<file path="src/rtl/ddr5_cmd_issuer_pkg.sv">
// Shared types for the DDR5 command issuer: command/op encodings, the queued
// request layout and the address-field bit positions.
package ddr5_cmd_issuer_pkg;
  typedef enum logic [2:0] {
    CMD_NOP = 3'd0, CMD_ACT = 3'd1, CMD_RD = 3'd2, CMD_WR = 3'd3, CMD_PRE = 3'd4
  } cmd_t;

  typedef enum logic [1:0] {
    OP_RD = 2'd0, OP_WR = 2'd1, OP_IFETCH = 2'd2, OP_ILLEGAL = 2'd3
  } op_t;

  typedef struct packed {
    logic [63:0] cycle;
    logic [3:0]  core;
    op_t         op;
    logic [33:0] addr;
  } req_t;

  localparam int REQ_W = $bits(req_t);

  localparam int ROW_HI  = 33, ROW_LO  = 18;
  localparam int COLH_HI = 17, COLH_LO = 12;
  localparam int BA_HI   = 11, BA_LO   = 10;
  localparam int BG_HI   = 9,  BG_LO   = 7;
  localparam int COLL_HI = 5,  COLL_LO = 2;

  localparam int DEF_QUEUE_DEPTH = 16;
  localparam int DEF_TRCD   = 39;
  localparam int DEF_TCL    = 40;
  localparam int DEF_TCWL   = 38;
  localparam int DEF_TBURST = 8;
  localparam int DEF_TRP    = 39;

  function automatic logic [9:0] addr_col(input logic [33:0] a);
    return {a[COLH_HI:COLH_LO], a[COLL_HI:COLL_LO]};
  endfunction
endpackage

</file>
<file path="src/rtl/ddr5_req_fifo.sv">
// Request queue: power-of-two circular buffer with registered count and full.
module ddr5_req_fifo import ddr5_cmd_issuer_pkg::*; #(
  parameter int DEPTH = 16
) (
  input  logic                     clk,
  input  logic                     rst,
  input  logic                     push,
  input  logic                     pop,
  input  logic [REQ_W-1:0]         din,
  output logic [REQ_W-1:0]         dout,
  output logic                     full,
  output logic                     empty,
  output logic [$clog2(DEPTH):0]   count
);
  localparam int AW = $clog2(DEPTH);

  logic [REQ_W-1:0] r_mem [DEPTH];
  logic [AW-1:0]    r_wptr, r_rptr;
  logic [AW:0]      r_count;
  logic             r_full;
  logic             w_push, w_pop;

  assign w_push = push && !r_full;
  assign w_pop  = pop && (r_count != '0);

  always_ff @(posedge clk or posedge rst) begin
    if (rst) begin
      r_wptr  <= '0;
      r_rptr  <= '0;
      r_count <= '0;
      r_full  <= 1'b0;
    end else begin
      if (w_push) r_wptr <= r_wptr + 1'b1;
      if (w_pop)  r_rptr <= r_rptr + 1'b1;
      case ({w_push, w_pop})
        2'b10: begin
          r_count <= r_count + 1'b1;
          r_full  <= (r_count == (AW+1)'(DEPTH-1));
        end
        2'b01: begin
          r_count <= r_count - 1'b1;
          r_full  <= 1'b0;
        end
        default: ;
      endcase
    end
  end

  always_ff @(posedge clk)
    if (w_push) r_mem[r_wptr] <= din;

  assign dout  = r_mem[r_rptr];
  assign full  = r_full;
  assign empty = (r_count == '0);
  assign count = r_count;
endmodule

</file>
<file path="src/rtl/ddr5_cmd_issuer.sv">
// Drains queued CPU requests in order into timed ACT/RD/WR/PRE commands.
// Define DDR5_OPEN_PAGE_EN for the open-page policy (open-row table, no auto-PRE).
module ddr5_cmd_issuer import ddr5_cmd_issuer_pkg::*; #(
  parameter int QUEUE_DEPTH = DEF_QUEUE_DEPTH,
  parameter int TRCD        = DEF_TRCD,
  parameter int TCL         = DEF_TCL,
  parameter int TCWL        = DEF_TCWL,
  parameter int TBURST      = DEF_TBURST,
  parameter int TRP         = DEF_TRP
) (
  input  logic                           clk,
  input  logic                           rst,
  input  logic                           req_valid,
  output logic                           req_ready,
  input  logic [63:0]                    req_cycle,
  input  logic [3:0]                     req_core,
  input  logic [1:0]                     req_op,
  input  logic [33:0]                    req_addr,
  output logic                           cmd_valid,
  output logic [2:0]                     cmd,
  output logic [2:0]                     cmd_bg,
  output logic [1:0]                     cmd_ba,
  output logic [15:0]                    cmd_row,
  output logic [9:0]                     cmd_col,
  output logic                           done,
  output logic                           err,
  output logic [$clog2(QUEUE_DEPTH):0]   q_count
);
  localparam int CW = 16;
  localparam logic [2:0] S_IDLE = 3'd0, S_ACT = 3'd1, S_WAIT_RCD = 3'd2, S_RDWR = 3'd3,
                         S_WAIT_DATA = 3'd4, S_PRE = 3'd5, S_WAIT_RP = 3'd6;

  logic [REQ_W-1:0] w_head_bits;
  req_t             w_head;
  logic             w_full, w_empty, w_pop;
  logic [2:0]       r_state;
  logic [CW-1:0]    r_cnt, w_cnt_dec;
  logic             w_cnt_last, w_is_wr, w_illegal;
  logic [2:0]       w_bg;
  logic [1:0]       w_ba;
  logic [15:0]      w_row;
  logic             r_cmd_valid, r_done, r_err;
  logic [2:0]       r_cmd, r_bg;
  logic [1:0]       r_ba;
  logic [15:0]      r_row;
  logic [9:0]       r_col;
  logic             w_unused;

  ddr5_req_fifo #(.DEPTH(QUEUE_DEPTH)) u_fifo (
    .clk(clk), .rst(rst),
    .push(req_valid), .pop(w_pop),
    .din({req_cycle, req_core, req_op, req_addr}),
    .dout(w_head_bits), .full(w_full), .empty(w_empty), .count(q_count)
  );

  assign w_head    = w_head_bits;
  assign w_bg      = w_head.addr[BG_HI:BG_LO];
  assign w_ba      = w_head.addr[BA_HI:BA_LO];
  assign w_row     = w_head.addr[ROW_HI:ROW_LO];
  assign w_is_wr   = (w_head.op == OP_WR);
  assign w_illegal = (w_head.op == OP_ILLEGAL);
  assign w_pop     = (r_state == S_RDWR) || (r_state == S_IDLE && !w_empty && w_illegal);
  assign w_unused  = ^{w_head.cycle, w_head.core, w_head.addr[6], w_head.addr[1:0]};

  // The command is registered on the edge that leaves the issuing state, so the
  // spacing waits exit one count early to land the next command exactly tX later.
  assign w_cnt_last = (r_cnt <= CW'(1));
  assign w_cnt_dec  = (r_cnt == '0) ? '0 : r_cnt - CW'(1);

`ifdef DDR5_OPEN_PAGE_EN
  logic [31:0] r_open_vld;
  logic [15:0] r_open_row [32];
  logic [4:0]  w_bank;
  logic        w_hit, w_conflict;

  assign w_bank     = {w_bg, w_ba};
  assign w_hit      = r_open_vld[w_bank] && (r_open_row[w_bank] == w_row);
  assign w_conflict = r_open_vld[w_bank] && !w_hit;

  always_ff @(posedge clk or posedge rst) begin
    if (rst)                    r_open_vld         <= '0;
    else if (r_state == S_ACT)  r_open_vld[w_bank] <= 1'b1;
    else if (r_state == S_PRE)  r_open_vld[w_bank] <= 1'b0;
  end

  always_ff @(posedge clk)
    if (r_state == S_ACT) r_open_row[w_bank] <= w_row;
`endif

  always_ff @(posedge clk or posedge rst) begin
    if (rst) begin
      r_state     <= S_IDLE;
      r_cnt       <= '0;
      r_cmd_valid <= 1'b0;
      r_cmd       <= CMD_NOP;
      r_bg        <= '0;
      r_ba        <= '0;
      r_row       <= '0;
      r_col       <= '0;
      r_done      <= 1'b0;
      r_err       <= 1'b0;
    end else begin
      r_cmd_valid <= 1'b0;
      r_cmd       <= CMD_NOP;
      r_done      <= 1'b0;
      r_err       <= 1'b0;
      case (r_state)
        S_IDLE: if (!w_empty) begin
          if (w_illegal) r_err <= 1'b1;
`ifdef DDR5_OPEN_PAGE_EN
          else if (w_hit)      r_state <= S_RDWR;
          else if (w_conflict) r_state <= S_PRE;
`endif
          else r_state <= S_ACT;
        end
        S_ACT: begin
          r_cmd_valid <= 1'b1;
          r_cmd       <= CMD_ACT;
          r_bg        <= w_bg;
          r_ba        <= w_ba;
          r_row       <= w_row;
          r_cnt       <= CW'(TRCD-1);
          r_state     <= S_WAIT_RCD;
        end
        S_WAIT_RCD: begin
          r_cnt <= w_cnt_dec;
          if (w_cnt_last) r_state <= S_RDWR;
        end
        S_RDWR: begin
          r_cmd_valid <= 1'b1;
          r_cmd       <= w_is_wr ? CMD_WR : CMD_RD;
          r_bg        <= w_bg;
          r_ba        <= w_ba;
          r_col       <= addr_col(w_head.addr);
          r_cnt       <= w_is_wr ? CW'(TCWL+TBURST-1) : CW'(TCL+TBURST-1);
          r_state     <= S_WAIT_DATA;
        end
        S_WAIT_DATA: begin
          if (r_cnt == '0) begin
            r_done <= 1'b1;
`ifdef DDR5_OPEN_PAGE_EN
            r_state <= S_IDLE;
`else
            r_state <= S_PRE;
`endif
          end else begin
            r_cnt <= r_cnt - CW'(1);
          end
        end
        S_PRE: begin
          r_cmd_valid <= 1'b1;
          r_cmd       <= CMD_PRE;
`ifdef DDR5_OPEN_PAGE_EN
          // Conflict close: the head is still queued and names the bank to shut.
          r_bg        <= w_bg;
          r_ba        <= w_ba;
`endif
          r_cnt       <= CW'(TRP-1);
          r_state     <= S_WAIT_RP;
        end
        S_WAIT_RP: begin
          r_cnt <= w_cnt_dec;
`ifdef DDR5_OPEN_PAGE_EN
          if (w_cnt_last) r_state <= S_ACT;
`else
          if (w_cnt_last) r_state <= S_IDLE;
`endif
        end
        default: r_state <= S_IDLE;
      endcase
    end
  end

  assign req_ready = !w_full;
  assign cmd_valid = r_cmd_valid;
  assign cmd       = r_cmd;
  assign cmd_bg    = r_bg;
  assign cmd_ba    = r_ba;
  assign cmd_row   = r_row;
  assign cmd_col   = r_col;
  assign done      = r_done;
  assign err       = r_err;
endmodule
</file>
<file path="config.mk">
export PLATFORM = sky130hd
export DESIGN_NAME = ddr5_cmd_issuer
export DESIGN_NICKNAME = d
export VERILOG_FILES = /design/src/rtl/ddr5_cmd_issuer_pkg.sv /design/src/rtl/ddr5_req_fifo.sv /design/src/rtl/ddr5_cmd_issuer.sv
export SDC_FILE = /design/constraint.sdc
export NUM_CORES = 1
export LEC_CHECK = 0
export ABC_CLOCK_PERIOD_IN_PS = 20100
export CAP_MARGIN = 20
export CELL_PAD_IN_SITES_DETAIL_PLACEMENT = 0
export CELL_PAD_IN_SITES_GLOBAL_PLACEMENT = 1
export CORE_UTILIZATION = 38
export CTS_BUF_LIST = sky130_fd_sc_hd__clkbuf_8
export DETAILED_ROUTE_END_ITERATION = 6
export GPL_TIMING_DRIVEN = 0
export PLACE_DENSITY_LB_ADDON = 0.2
export SYNTH_ARGS = -nofsm -noshare
export SYNTH_HDL_FRONTEND = slang
export SYNTH_HIERARCHICAL = 1
export SYNTH_SLANG_ARGS = --single-unit
</file>
<file path="constraint.sdc">
create_clock -name clk -period 20.1 [get_ports clk]
set_input_delay 2.01 -clock clk [delete_from_list [all_inputs] [get_ports clk]]
set_output_delay 2.01 -clock clk [all_outputs]
set_load 0.03 [all_outputs]
</file>
==> results.txt <==
final setup fails: 0
GR Util All Layers: 18.5%
max incr delay on CP: 0.53 ns
VDD IR max: 0.0547 mV
I/O pins: 150
Worst Setup End Kind: flop
reported max-cap violation count: 0
first-pass GRT wire length: 86.2 mm
total grt overflow: 0
Synth Warn #: 6
Core Area: 62100 um^2
H-Tree Depth: 3
wire per inst: 23.1 um
antenna-violating nets left: 0
Worst setup startpoint: u_fifo/r_rptr[2]$_DFFE_PP0P_
RR Endpoint: u_fifo/count[4]$_DFFE_PP0P_
Post-route DRC: 0
HPWL after DPL: 38.4 mm
worst-margin pin slew: 1.12 ns
final net count: 1701
critical path's most frequent cell: buf_2
CTS root buffer: clkbuf_8
TritonCTS clock tree: done
initial DRC count: 839
commonest cells after routing, fill and taps aside: edfxtp_1, clkbuf_8, mux2i_1
CP arrival: 5.16 ns
Chip Height: 253 um
syn_nets: 1489
routed length on met3: 2.43 mm
status: finished, final reports clean
worst min-delay path class: reg -> reg
post-synthesis average cell area: 17.6 um^2
synthesized area: 24000 um^2
hold_ws: 0.475 ns
Resize count post-CTS: 0
clk buf depth: 3
Die W: 253 um
period utilization: 22.8%
Reg-to-Reg Start: u_fifo/r_rptr[2]$_DFFE_PP0P_
critical path class: reg -> reg
cell-by-cell trace of the critical path: buf_2 > and2_1 > buf_2 > buf_2 > a221oi_1 > o21ai_0 > nand2_1 > nand2_1 > nor3_1 > or2_2 > nor2b_1 > buf_6 > ha_1 > inv_1 > fa_1 > nor2b_1 > o21ai_0 > nand3_1 > or3b_2 > xnor2_1
Final Max Slew Viols: 0
WL met1: 25.9 mm
Worst R2R Setup Slack: 15.52 ns
router iterations before antenna repair: 4
Pwr per Cell Area: 147 nW/um^2
starting density of the core: 38.7%
Via Count: 12.9k
hold_buf cts: 0
number of global-route vias before repair: 13.2k
Gate Count Post-Synth: 1364
critical path fanouts, max: 8
headroom to the max-slew limit: 25.4%
leakage power: 9.91 nW
Routed WL: 57.8 mm
Placed Area: 26400 um^2
clk_lat worst skew: 0.70 ns
Clock Sinks: 598
# port buffers: 78
hold depth: 2
RePlAce Congestion: 0.764
Worst Path Required: 20.68 ns
number of vias per cell: 5.14
R2R cell count: 20
RSZ-0062 raised after global routing: false
most common cell after layout, fill and taps aside: edfxtp_1
Rows: 91
skew final: 0.0270 ns
metal2 WL: 28.1 mm
Inserted Clock Buffers: 102
Max Freq: 218 MHz
post-route minimum period: 4.58 ns
final number of hold-violating endpoints: 0
Setup Buffers After CTS: 0
top sig layer: met5
CP Launch Type: flop
share of cells above drive strength 1: 22.1%
initial antenna violation count: 3
TNS Setup: 0 ns
Syn-to-layout area delta: 18.1%
full die area: 64200 um^2
hold path endpoint: cmd_col[7]$_DFFE_PP0P_
clock transition at the registers of the reported paths: 0.06 ns
Worst Hold Launch: cmd_col[7]$_DFFE_PP0P_
Final Instance Area: 28400 um^2
pin count of the biggest net entering global routing: 41
Slowest cell on crit path: a221oi_1
-- state kept, by name (all words and copies together), names as in the netlist --
signal and count:
cmd_ba 2, u_fifo/full 1, cmd_col 10, r_cnt 16, cmd_valid 1, u_fifo/count 5
cmd 3, r_state 3, done 1, u_fifo/r_rptr 4, err 1, cmd_row 16
u_fifo/r_wptr 4, cmd_bg 3, u_fifo/r_mem 528
-- layer usage --
metal / vias to the layer above / global-route usage (%)
li1: 5818 / -
met5: - / 0
met1: 6684 / 24.9
met2: 254 / 30.1
met4: 2 / 5.92
met3: 102 / 3.77
-- worst max-delay path by stage --
stage / to / slack [ns] / cells past startpoint
finish: u_fifo/count[4]$_DFFE_PP0P_ / 15.52 / 20
global route: u_fifo/count[4]$_DFFE_PP0P_ / 15.25 / 20
CTS: u_fifo/count[4]$_DFFE_PP0P_ / 15.59 / 20
detailed placement: u_fifo/r_mem[3][20]$_DFFE_PP_ / 15.27 / 7
global placement: u_fifo/r_mem[3][22]$_DFFE_PP_ / 11.05 / 5
floorplan: u_fifo/r_mem[3][10]$_DFFE_PP_ / 14.80 / 4
-- worst max-delay path: cells and delay by family (launching register included) --
kind | cells | cell delay, ns
AND/OR/NAND/NOR | 9 | 1.58
buffers and inverters | 5 | 0.88
AO/OA/AOI/OAI | 3 | 0.80
adder cells (fa/ha/maj) | 2 | 0.70
flip-flops | 1 | 0.35
XOR/XNOR | 1 | 0.14
-- power by group --
group | switching, mW | internal, mW | total [mW] | leakage [nW]
sequential | 0.0681 | 1.53 | 1.60 | 5.64
clock | 0.486 | 0.531 | 1.02 | 1.15
combinational | 0.923 | 0.640 | 1.56 | 3.12
-- stage by stage --
stage / utilization (%) / power, mW / cells / setup WS, ns
global placement: 41.6 / 3.17 / 2279 / 11.05
CTS: 45.7 / 4.24 / 2499 / 15.59
detailed placement: 42.6 / 3.21 / 2309 / 15.27
floorplan: - / 2.65 / 1364 / 14.80
finish: 45.7 / 4.18 / 2500 / 15.52
global route: 45.7 / 4.40 / 2500 / 15.25
-- layout make-up --
type                            count  area [um^2]
Antenna cell                        1         2.50
Multi-Input combinational cell    643         5800
Clock inverter                     80          404
Timing Repair Buffer              108         1260
Clock buffer                      110         1510
Sequential cell                   598        17600
Tap cell                          837         1050
Buffer                            105          647
Fill cell                        5388        33700
Inverter                           18         70.1
No activity file was read; power rests on OpenSTA's default activity.
